**config.mk**
```make
export PLATFORM = sky130hd
export DESIGN_NAME = alu_issue_sched
export DESIGN_NICKNAME = d
export VERILOG_FILES = /design/src/rtl/alu_issue_sched.sv
export SDC_FILE = /design/constraint.sdc
export NUM_CORES = 1
export LEC_CHECK = 0
export CORE_AREA = 3 3 199 201
export CTS_BUF_LIST = sky130_fd_sc_hd__clkbuf_8
export DETAILED_ROUTE_END_ITERATION = 8
export DIE_AREA = 0 0 202 204
export HOLD_SLACK_MARGIN = 0.08
export PLACE_DENSITY = 0.48
export SYNTH_ARGS = -nofsm -noshare
export SYNTH_HDL_FRONTEND = slang
export SYNTH_SLANG_ARGS = --single-unit
```
**constraint.sdc**
```tcl
create_clock -name clk_i -period 4.9 [get_ports clk_i]
set_input_delay 0.98 -clock clk_i [delete_from_list [all_inputs] [get_ports clk_i]]
set_output_delay 0.98 -clock clk_i [all_outputs]
set_load 0.02 [all_outputs]
```
**src/rtl/alu_issue_sched.sv**
```systemverilog
// Issue scheduler: round-robin pick of one ready requester per cycle, S1 issue register
// driving a shared combinational ALU, S2 result register presented to the CDB via valid/ready.
// Optional macro ALU_SCHED_BRANCH_PRIO_EN: branch ops (opcode 1100011) win arbitration over non-branch.
module alu_issue_sched #(
    parameter int NUM_REQ       = 4,
    parameter int OPRAND_WIDTH  = 32,
    parameter int OP_FUNC_WIDTH = 17,
    parameter int TAG_WIDTH     = 6
) (
    input  logic                               clk_i,
    input  logic                               rst_i,
    input  logic                               flush_i,
    input  logic [NUM_REQ-1:0]                 req_valid_i,
    input  logic [NUM_REQ*OP_FUNC_WIDTH-1:0]   req_op_func_i,
    input  logic [NUM_REQ*OPRAND_WIDTH-1:0]    req_oprand1_i,
    input  logic [NUM_REQ*OPRAND_WIDTH-1:0]    req_oprand2_i,
    input  logic [NUM_REQ*TAG_WIDTH-1:0]       req_tag_i,
    output logic [NUM_REQ-1:0]                 req_grant_o,
    output logic [OP_FUNC_WIDTH-1:0]           alu_op_func_o,
    output logic [OPRAND_WIDTH-1:0]            alu_oprand1_o,
    output logic [OPRAND_WIDTH-1:0]            alu_oprand2_o,
    input  logic [OPRAND_WIDTH-1:0]            alu_result_i,
    output logic                               cdb_valid_o,
    input  logic                               cdb_ready_i,
    output logic [TAG_WIDTH-1:0]               cdb_tag_o,
    output logic [OPRAND_WIDTH-1:0]            cdb_result_o,
    output logic                               busy_o
);
    localparam int PTR_W = $clog2(NUM_REQ);

    logic                     s1_valid, s2_valid;
    logic [OP_FUNC_WIDTH-1:0] s1_op;
    logic [OPRAND_WIDTH-1:0]  s1_a, s1_b;
    logic [TAG_WIDTH-1:0]     s1_tag;
    logic [PTR_W-1:0]         rr_ptr, grant_idx;
    logic [PTR_W:0]           idx;
    logic                     s2_stall, s1_adv, grant_en, found, do_grant;
    logic [NUM_REQ-1:0]       cand;

    assign s2_stall = s2_valid & ~cdb_ready_i;
    assign s1_adv   = ~s2_stall;
    assign grant_en = ~s1_valid | s1_adv;

`ifdef ALU_SCHED_BRANCH_PRIO_EN
    logic [NUM_REQ-1:0] is_branch;
    always_comb begin
        is_branch = '0;
        for (int i = 0; i < NUM_REQ; i++)
            is_branch[i] = req_valid_i[i] && (req_op_func_i[i*OP_FUNC_WIDTH +: 7] == 7'b1100011);
        cand = (|is_branch) ? is_branch : req_valid_i;
    end
`else
    assign cand = req_valid_i;
`endif

    // Rotating search starting at rr_ptr; first candidate found wins.
    always_comb begin
        found     = 1'b0;
        grant_idx = '0;
        idx       = '0;
        for (int off = 0; off < NUM_REQ; off++) begin
            idx = {1'b0, rr_ptr} + (PTR_W+1)'(off);
            if (idx >= (PTR_W+1)'(NUM_REQ))
                idx = idx - (PTR_W+1)'(NUM_REQ);
            if (!found && cand[idx[PTR_W-1:0]]) begin
                found     = 1'b1;
                grant_idx = idx[PTR_W-1:0];
            end
        end
    end

    assign do_grant = found & grant_en & ~flush_i & ~rst_i;

    always_comb begin
        req_grant_o = '0;
        if (do_grant)
            req_grant_o[grant_idx] = 1'b1;
    end

    always_ff @(posedge clk_i or posedge rst_i) begin
        if (rst_i) begin
            s1_valid     <= 1'b0;
            s2_valid     <= 1'b0;
            rr_ptr       <= '0;
            s1_op        <= '0;
            s1_a         <= '0;
            s1_b         <= '0;
            s1_tag       <= '0;
            cdb_tag_o    <= '0;
            cdb_result_o <= '0;
        end else if (flush_i) begin
            // In-flight work (including a result being accepted this edge) is discarded.
            s1_valid <= 1'b0;
            s2_valid <= 1'b0;
        end else begin
            if (do_grant) begin
                rr_ptr   <= (grant_idx == PTR_W'(NUM_REQ-1)) ? '0 : grant_idx + 1'b1;
                s1_valid <= 1'b1;
                s1_op    <= req_op_func_i[int'(grant_idx)*OP_FUNC_WIDTH +: OP_FUNC_WIDTH];
                s1_a     <= req_oprand1_i[int'(grant_idx)*OPRAND_WIDTH +: OPRAND_WIDTH];
                s1_b     <= req_oprand2_i[int'(grant_idx)*OPRAND_WIDTH +: OPRAND_WIDTH];
                s1_tag   <= req_tag_i[int'(grant_idx)*TAG_WIDTH +: TAG_WIDTH];
            end else if (s1_adv) begin
                s1_valid <= 1'b0;
            end

            if (s1_valid && s1_adv) begin
                s2_valid     <= 1'b1;
                cdb_result_o <= alu_result_i;
                cdb_tag_o    <= s1_tag;
            end else if (s2_valid && cdb_ready_i) begin
                s2_valid <= 1'b0;
            end
        end
    end

    assign alu_op_func_o = s1_valid ? s1_op : '0;
    assign alu_oprand1_o = s1_valid ? s1_a  : '0;
    assign alu_oprand2_o = s1_valid ? s1_b  : '0;
    assign cdb_valid_o   = s2_valid;
    assign busy_o        = s1_valid | s2_valid;

endmodule

```
==> flow_summary.yaml <==
global_route:
  grt_pass1_vias: 8076
  grt_max_degree: 87
  gr-total-overflow: 0
  antenna_found_initial: 2
  grt_pass1_wl_um: 52100
  grt_use_total_pct: 16.8
critical_path:
  slowest_stage: "clkdlybuf4s50_1"
  start_kind: "primary input"
  max_stage_delay_ns: 0.61
  cp_num_buf_inv: 3
  rr_worst_depth: 7
  path_class: "primary input to output pin"
  cp_max_fo: 6
  cp.required_ns: 3.92
  endpoint_kind: "output pin"
  r2r-start: "rr_ptr[1]"
  r2r-end: "s1_a[11]"
  worstPathCellList: "clkdlybuf4s50_1, a21oi_1, nor3_2, inv_2, ha_1, and2_1, clkdlybuf4s50_1"
  path_delay_family: "buffers and inverters"
  arrival_ns: 3.22
  path_common_cell: "clkdlybuf4s50_1"
  r2r_slack_ns: 2.08
clock_network:
  numCtsBuffers: 17
  clk_pin_slew_ns: 0.07
  cts_buffer_depth: 2
  cts_setup_buffers: 0
  cts-resized-gates: 0
  cts_tree: "done"
  ctsRootBufferMaster: "clkbuf_8"
  numClockSinks: 129
  clock_latency_ns: 0.47
  cts.hold.buffers_added: 0
  cts_max_level: 4
routing:
  dr_total_vias: 7562
  drc: 0
  dr.pass1.iters: 4
  post_drt_wl_per_cell_um: 20.8
  routed_wl_um: 35700
  drtIter0Drc: 296
  via_per_inst: 4.41
  ant_nets: 0
yosys:
  synth_fp_nets: 1098
  postSynthCellCount: 706
  async_reset_ff_share_pct: 100
  synth.area.top_cells: "dfrtp_1, mux2i_1, o221ai_1"
  yosys_warnings: 0
  netlist_area_um2: 7720
  yosysTopAreaCell: "dfrtp_1"
  synth_seq_area_share_pct: 41.8
  synth_edf_count: 0
  synth_ff_type: "dfrtp_1"
  ys_types: 36
  ys_seq_elements: 129
  synth_most_common_cell: "mux2i_1"
  synthTopCellsByCount: "mux2i_1, dfrtp_1, nand2_1"
  synth.avg_cell_area_um2: 10.9
  synth_top_area_share_pct: 41.8
power:
  p_sw_mw: 1.82
  peakVddDrop_v: 0.000170
  clockPowerShare_pct: 20.0
  swShare_pct: 36.2
  power_mw: 5.03
  p_int_mw: 3.21
  p_seq_share_pct: 33.3
  p_per_area_nw_per_um2: 367
  power_frac_comb_pct: 46.7
  p_leak_nw: 5.63
cells_and_area:
  finish.instance_area_um2: 13700
  area_growth_pct: 77.8
  nNetsFinal: 1580
  layout-drive-gt1-share_pct: 8.66
  fillCellCount: 3866
floorplan:
  core_um2: 37800
  fp.dieArea_um2: 41200
  die_h_um: 204
  die_x_um: 202
  io_pins: 513
  initial_utilization_pct: 20.5
  num_rows: 71
min_path:
  min_from: "s1_b[12]"
  hp-class: "flop to flop"
  holdPathStages: 2
  min_to: "s1_b[12]"
run:
  maxCapViolCount: 0
place:
  dp_hpwl_um: 27200
  place.gp.congestion: 0.779
  portBuffers: 512
  placed_cell_area_um2: 13300
sta:
  slew_violations: 0
  min_period_over_period_pct: 85.8
  slew_headroom_pct: 21.1
  grt_setup_unrepaired: "false"
  tightest_slew_ns: 1.18
  hold_viol_final: 0
  fin_tns_setup_ns: 0
  setup_viol: 0
  fin_worst_skew_ns: 0.0182
  fmax_mhz: 238
  period_minus_slack_ns: 4.20
  worst_hold_slack_ns: 0.483
outcome:
  outcome: "complete, no violations"
## worst min-delay path, delay by kind of cell (launching register included)
kind	cells	cell delay, ns
AOI/OAI and AO/OA	1	0.06
DFF	1	0.34
and+or+nand+nor	1	0.05
## per-layer routing
metal  wire (µm)  vias to the layer above  share of wire (%)  GRT usage, %
met5           0                        -                  0             0
met2       17800                      364                 50          29.3
li1            -                     3569                  -             -
met4         828                        0                2.3          6.25
met1       13700                     3596                 38          18.5
met3        3330                       33                9.3          6.67
## layout make-up
class	count	area [µm²]	area share, %
clock inverters	13	160	1.17
flip-flops and latches	129	3230	23.5
diodes	1	2.50	0.0182
well taps	511	639	4.66
repair buffers	524	5240	38.2
clock buffers	19	262	1.90
multi-input cells	510	4170	30.4
inverters	6	27.5	0.200
## cell usage in the layout (no fill, tap or decap), types with 2 or more instances in the layout
cell type and count:
mux2i_1 174, o221ai_1 76, bufinv_16 3, inv_6 3
nand2_1 89, inv_2 2, clkinv_2 2, o31ai_1 2
inv_1 4, o221ai_2 10, a21oi_1 5, clkbuf_8 19
ha_1 4, clkdlybuf4s50_1 512, buf_12 2, dfrtp_1 128
nand3b_1 2, nand2_4 2, nor2_1 6, clkinvlp_4 4
mux2_2 38, and2_1 85, buf_4 10
## through the flow
stage	utilization [%]	instances	setup WS, ns
CTS	36.4	1712	0.697
global placement	35.2	1680	0.729
detailed placement	35.2	1680	0.700
floorplan	-	706	0.479
global route	36.4	1713	0.547
finish	36.4	1713	0.698
## registers in the layout, indices dropped and copies added (netlist names)
signal        flops
cdb_valid_o       1
cdb_tag_o         6
cdb_result_o     32
rr_ptr            2
s1_a             32
s1_tag            6
s1_valid          1
s1_op            17
s1_b             32
## power groups by stage
stage / combinational, mW / sequential (mW) / clock (mW)
after floorplan: 1.34 / 1.73 / 0
after global placement: 2.38 / 1.69 / 0
after detailed placement: 2.39 / 1.70 / 0
after CTS: 2.40 / 1.68 / 1.07
after global routing: 2.54 / 1.73 / 1.11
final: 2.35 / 1.68 / 1.01
## how the worst max path moves through the flow
stage / from / to / cells after the start
2_1_floorplan: rst_i / cdb_result_o[0] / 1
3_3_place_gp: req_valid_i[3] / req_grant_o[0] / 5
3_5_place_dp: req_valid_i[3] / req_grant_o[0] / 7
4_1_cts: req_valid_i[3] / req_grant_o[0] / 7
5_1_grt: req_valid_i[3] / req_grant_o[2] / 7
6_report: req_valid_i[3] / req_grant_o[0] / 7
## cells by family (layout without fill, tap and decap cells)
group                      after synthesis  count (layout)  share of synthesized area, %
muxes                                  212             212                          28.1
and+or+nand+nor                        192             192                          12.7
DFF                                    129             129                          41.8
AOI/OAI and AO/OA                      102             102                          12.3
buffers and inverters                   67             562                          4.49
adders and majority gates                4               4                         0.648
other                                    0               1                             0
No activity file was read; power rests on OpenSTA's default activity.
==> RTL change 1 (same settings) <==
Build with the macro `ALU_SCHED_BRANCH_PRIO_EN` defined.
--- a/src/rtl/alu_issue_sched.sv
+++ b/src/rtl/alu_issue_sched.sv
@@ -1,6 +1,8 @@
 // Issue scheduler: round-robin pick of one ready requester per cycle, S1 issue register
 // driving a shared combinational ALU, S2 result register presented to the CDB via valid/ready.
 // Optional macro ALU_SCHED_BRANCH_PRIO_EN: branch ops (opcode 1100011) win arbitration over non-branch.
+`define ALU_SCHED_BRANCH_PRIO_EN
+
 module alu_issue_sched #(
     parameter int NUM_REQ       = 4,
     parameter int OPRAND_WIDTH  = 32,
Check against the original RTL: not equivalent (a bounded check fails within 4 cycles, from zero or initial values and one cycle with rst_i high).
==> RTL change 1 against the unedited design <==
Final cell count grew 13%. Critical path depth increased by 3. Register-to-register slack lost 0.58 ns. Synthesized cell count grew 33%. Wire length is 20% higher. Via count rose by 24%. Sequential cell count unchanged. Setup slack got worse by 0.49 ns. Global-route usage rose by 3.2 points. Combinational power up 8.5%. First-iteration DRC count rose by 72%. Area after synthesis rose by 11%. Power grew 5.1%. Cell area grew 7.7%. Largest power group unchanged. Highest routed layer unchanged.
==> RTL change 1: results (changes against the unedited design) <==
| Metric | Value |
|---|---|
| Outcome | finished, final reports clean |
| Non-filler cells, final | 1938 (+13%) |
| Initial DRC count | 508 (+72%) |
| Vias | 9401 (+24%) |
| Total Wirelength | 42.8 mm (+20%) |
| Leak | 5.71 nW (+1.5%) |
| Clock Skew | 0.0168 ns (-0.00139 ns) |
| Post-synth cell types | 43 (+19%) |
| Vias in the first global route | 9789 (+21%) |
| Sequential area share after synthesis | 37.5% (-4.3 points) |
| Critical-path top delay cell | or4_1 |
| Initial antenna violation count | 3 (+1) |
| Internal power | 3.28 mW (+2.0%) |
| Nets | 1802 (+14%) |
| VDD IR max | 0.000204 V (+20%) |
| Post-Syn Area per Cell | 9.18 um2 (-16%) |
| Post-synth net total | 1329 (+21%) |
| Top cells by area, synth | dfrtp_1, a211oi_1, mux2i_1 |
| Skew-Pair Late Insertion Delay | 0.48 ns |
| Synth async-reset ratio | 100% (unchanged) |
| CP arrival | 3.71 ns (+0.49 ns) |
| Pre-antenna DRT Iters | 5 (+1) |
| Worst hold-check path type | flop to flop |
| Commonest cells in the netlist | a211oi_1, dfrtp_1, nor2_1 |
| Placer Congestion | 0.839 (+7.7%) |
| HPWL Detailed | 30.8 mm (+13%) |
| Xor/xnor share of the synthesized area | 0% (unchanged) |
| Pre-CTS setup slack | -0.108 ns (-0.808 ns) |
| Largest net degree at the start of global routing | 90 (+3.4%) |
| Max FO, Critical Path | 4 (-2) |
| Max_slew headroom | 31.0% (+10 points) |
| Gr usage total | 20.0% (+3.2 points) |
| DP Area | 14300 um2 (+7.7%) |
| Peak per-stage delay on the critical path | 0.56 ns (-0.05 ns) |
| Share of layout cells above drive strength 1 | 8.85% (+0.20 points) |
| Synth warn | 0 (unchanged) |
| Mux cell area share after synthesis | 15.1% (-13 points) |
| Synth Area in Compound Gates | 25.0% (+13 points) |
| Adder-Cell Fraction of Synth Area | 0.582% (-0.066 points) |
| Reg clk slew, reported paths | about 0.080 ns |
| Top_reg_cell synth | dfrtp_1 |
| First-pass GRT wire length | 63.1 mm (+21%) |
-- RTL change 1: area by class of cell --
class | count | area (um2)
well taps | 511 | 639
inverters | 6 | 27.5
flip-flops and latches | 129 | 3230
diodes | 4 | 10.0
clock buffers | 21 | 289
multi-input cells | 704 | 4960
clock inverters | 11 | 151
fillers | 3893 | 23000
repair buffers | 552 | 5490
-- RTL change 1: power groups by stage --
stage | clock [mW] | combinational, mW | sequential, mW
after floorplan | 0 | 1.40 | 1.75
after global placement | 0 | 2.57 | 1.70
after detailed placement | 0 | 2.57 | 1.71
after CTS | 1.09 | 2.58 | 1.69
after global routing | 1.13 | 2.75 | 1.75
final | 1.06 | 2.55 | 1.69
-- RTL change 1: final timing paths --
path	startpoint	endpoint	slack, ns	depth (start not counted)
max in group asynchronous	rst_i	cdb_result_o[8]	2.85	3
worst min register to register	cdb_result_o[20]	cdb_result_o[20]	0.51	1
min in group asynchronous	rst_i	s1_b[29]	1.13	2
worst max-delay path	req_valid_i[2]	req_grant_o[2]	0.21	10
worst max register to register	rr_ptr[1]	s1_a[2]	1.50	9
worst min-delay path	cdb_result_o[20]	cdb_result_o[20]	0.51	1
-- RTL change 1: metal layers --
layer / vias to the layer above / share of wire (%) / track usage, %
met5: - / 0 / 0
met4: 0 / 2.4 / 6.28
met3: 45 / 6.6 / 5.56
met2: 363 / 50 / 34.5
met1: 4560 / 41 / 24.2
li1: 4433 / - / -
-- RTL change 1: what timing repair did --
action | CTS | global route
hold buffers | 0 | 0
buffers inserted | 0 | 0
setup endpoints to repair | 4 | 2
resized for setup | 5 | 3
==> RTL change 2 (config.mk and constraints unchanged) <==
Without the edit above. Reset style: synchronous (`rst_i`), changed in one clocked block.
--- a/src/rtl/alu_issue_sched.sv
+++ b/src/rtl/alu_issue_sched.sv
@@ -77,7 +77,7 @@
             req_grant_o[grant_idx] = 1'b1;
     end
 
-    always_ff @(posedge clk_i or posedge rst_i) begin
+    always_ff @(posedge clk_i) begin
         if (rst_i) begin
             s1_valid     <= 1'b0;
             s2_valid     <= 1'b0;
Check against the original RTL: not settled (the Yosys comparison gave no result); the edit may change what the design does.
==> RTL change 2 against the unedited design <==
Setup slack better by 0.011 ns. First-iteration DRC count grew 0.34%. Critical path type unchanged. Via count fell by 0.13%. Maximum frequency rose by 0.25%. Sequential cell count stayed put. Wire length fell by 4.9%. Final cell count grew 3.9%. Area after synthesis down 9.6%. Register-to-register slack better by 0.31 ns. Cell area decreased by 5.5%. Worst hold slack got worse by 0.028 ns. Critical endpoint is now req_grant_o[1].
Power is not compared: it rests on default switching activity, and its combinational part moved more than twofold at a synthesized area within 25%.
==> RTL change 2: results (changes against the unedited design) <==
| Metric | Value |
|---|---|
| Outcome | finished, final reports clean |
| Reg clk slew, reported paths | 0.09 ns (+0.02 ns) |
| Post-synth cell types | 28 (-22%) |
| Vias | 7552 (-0.13%) |
| Skew-Pair Late Insertion Delay | 0.47 ns (about the same) |
| Initial DRC count | 297 (+0.34%) |
| Synth async-reset ratio | 0% (-100 points) |
| Reg2Reg Depth | 6 (-1) |
| Net Sw Frac | a little under a third |
| Total Wirelength | 33.9 mm (-4.9%) |
| Max FO, Critical Path | 15 (+9) |
| Non-filler cells, final | 1779 (+3.9%) |
| Met2 WL | 16.7 mm (-6.1%) |
| Gr usage total | 15.9% (-0.93 points) |
| Commonest cells in the netlist | mux2i_1, nand2_1, dfxtp_1 |
| Routed wl met3 | 2.77 mm (-17%) |
| Placed insts | 1747 (+4.0%) |
| HPWL Detailed | 25.7 mm (-5.7%) |
| Fin Hold WS | 0.455 ns (-0.0276 ns) |
| Hold EP | cdb_tag_o[4] |
| Initial antenna violation count | 0 (-2) |
| Sequential area share after synthesis | 37.0% (-4.8 points) |
| Nets | 1647 (+4.2%) |
| Clock Skew | 0.0126 ns (-0.00562 ns) |
| Top_reg_cell synth | dfxtp_1 |
| Ant diodes | 0 (-1) |
| Pre-CTS setup slack | 0.672 ns (-0.0277 ns) |
| Largest net degree at the start of global routing | 60 (-31%) |
| # resized after CTS | 0 (unchanged) |
| First-pass GRT wire length | 49.4 mm (-5.1%) |
| Setup ws final | 0.709 ns (+0.0106 ns) |
| Peak per-stage delay on the critical path | 0.56 ns (-0.05 ns) |
| CP arrival | 3.21 ns (about the same) |
| Critical path launch point | req_valid_i[0] |
| FF-to-FF setup slack | 2.39 ns (+0.31 ns) |
| Setup crit end | req_grant_o[1] |
| Hold_sp | s1_tag[4] |
| Share of layout cells above drive strength 1 | 4.34% (-4.3 points) |
| Met1 Wirelength | 13.9 mm (+1.4%) |
| Placer Congestion | 0.784 (+0.63%) |
| Top cells by area, synth | dfxtp_1, mux2i_1, o221ai_1 |
| Syn Inst Count | 780 (+10%) |
| Synth warn | 0 (unchanged) |
| DP Area | 12600 um2 (-5.3%) |
| Max_slew headroom | 38.2% (+17 points) |
| Post-synth net total | 1172 (+6.7%) |
| Reg2reg end | s1_a[22] |
| Vias in the first global route | 7883 (-2.4%) |
[RTL change 2: logic make-up after synthesis]
family	Yosys count	share of synthesized area, %
multiplexers	175	25.1
AO/OA/AOI/OAI	134	14.9
buffers and inverters	73	4.52
adder cells (fa/ha/maj)	4	0.717
AND/OR/NAND/NOR	265	17.8
flip-flops	129	37.0
[RTL change 2: cell type report]
| cell class | instances | area (um2) |
|---|---|---|
| inverters | 4 | 15.0 |
| multi-input cells | 578 | 4110 |
| clock inverters | 15 | 135 |
| flip-flops and latches | 129 | 2580 |
| well taps | 511 | 639 |
| clock buffers | 17 | 234 |
| fillers | 3944 | 24800 |
| repair buffers | 525 | 5260 |
[RTL change 2: per-layer routing]
layer | vias to the layer above | GRT usage [%]
met5 | - | 0
met4 | 0 | 4.61
met3 | 27 | 5.46
met2 | 340 | 27.8
met1 | 3437 | 18.4
li1 | 3748 | -
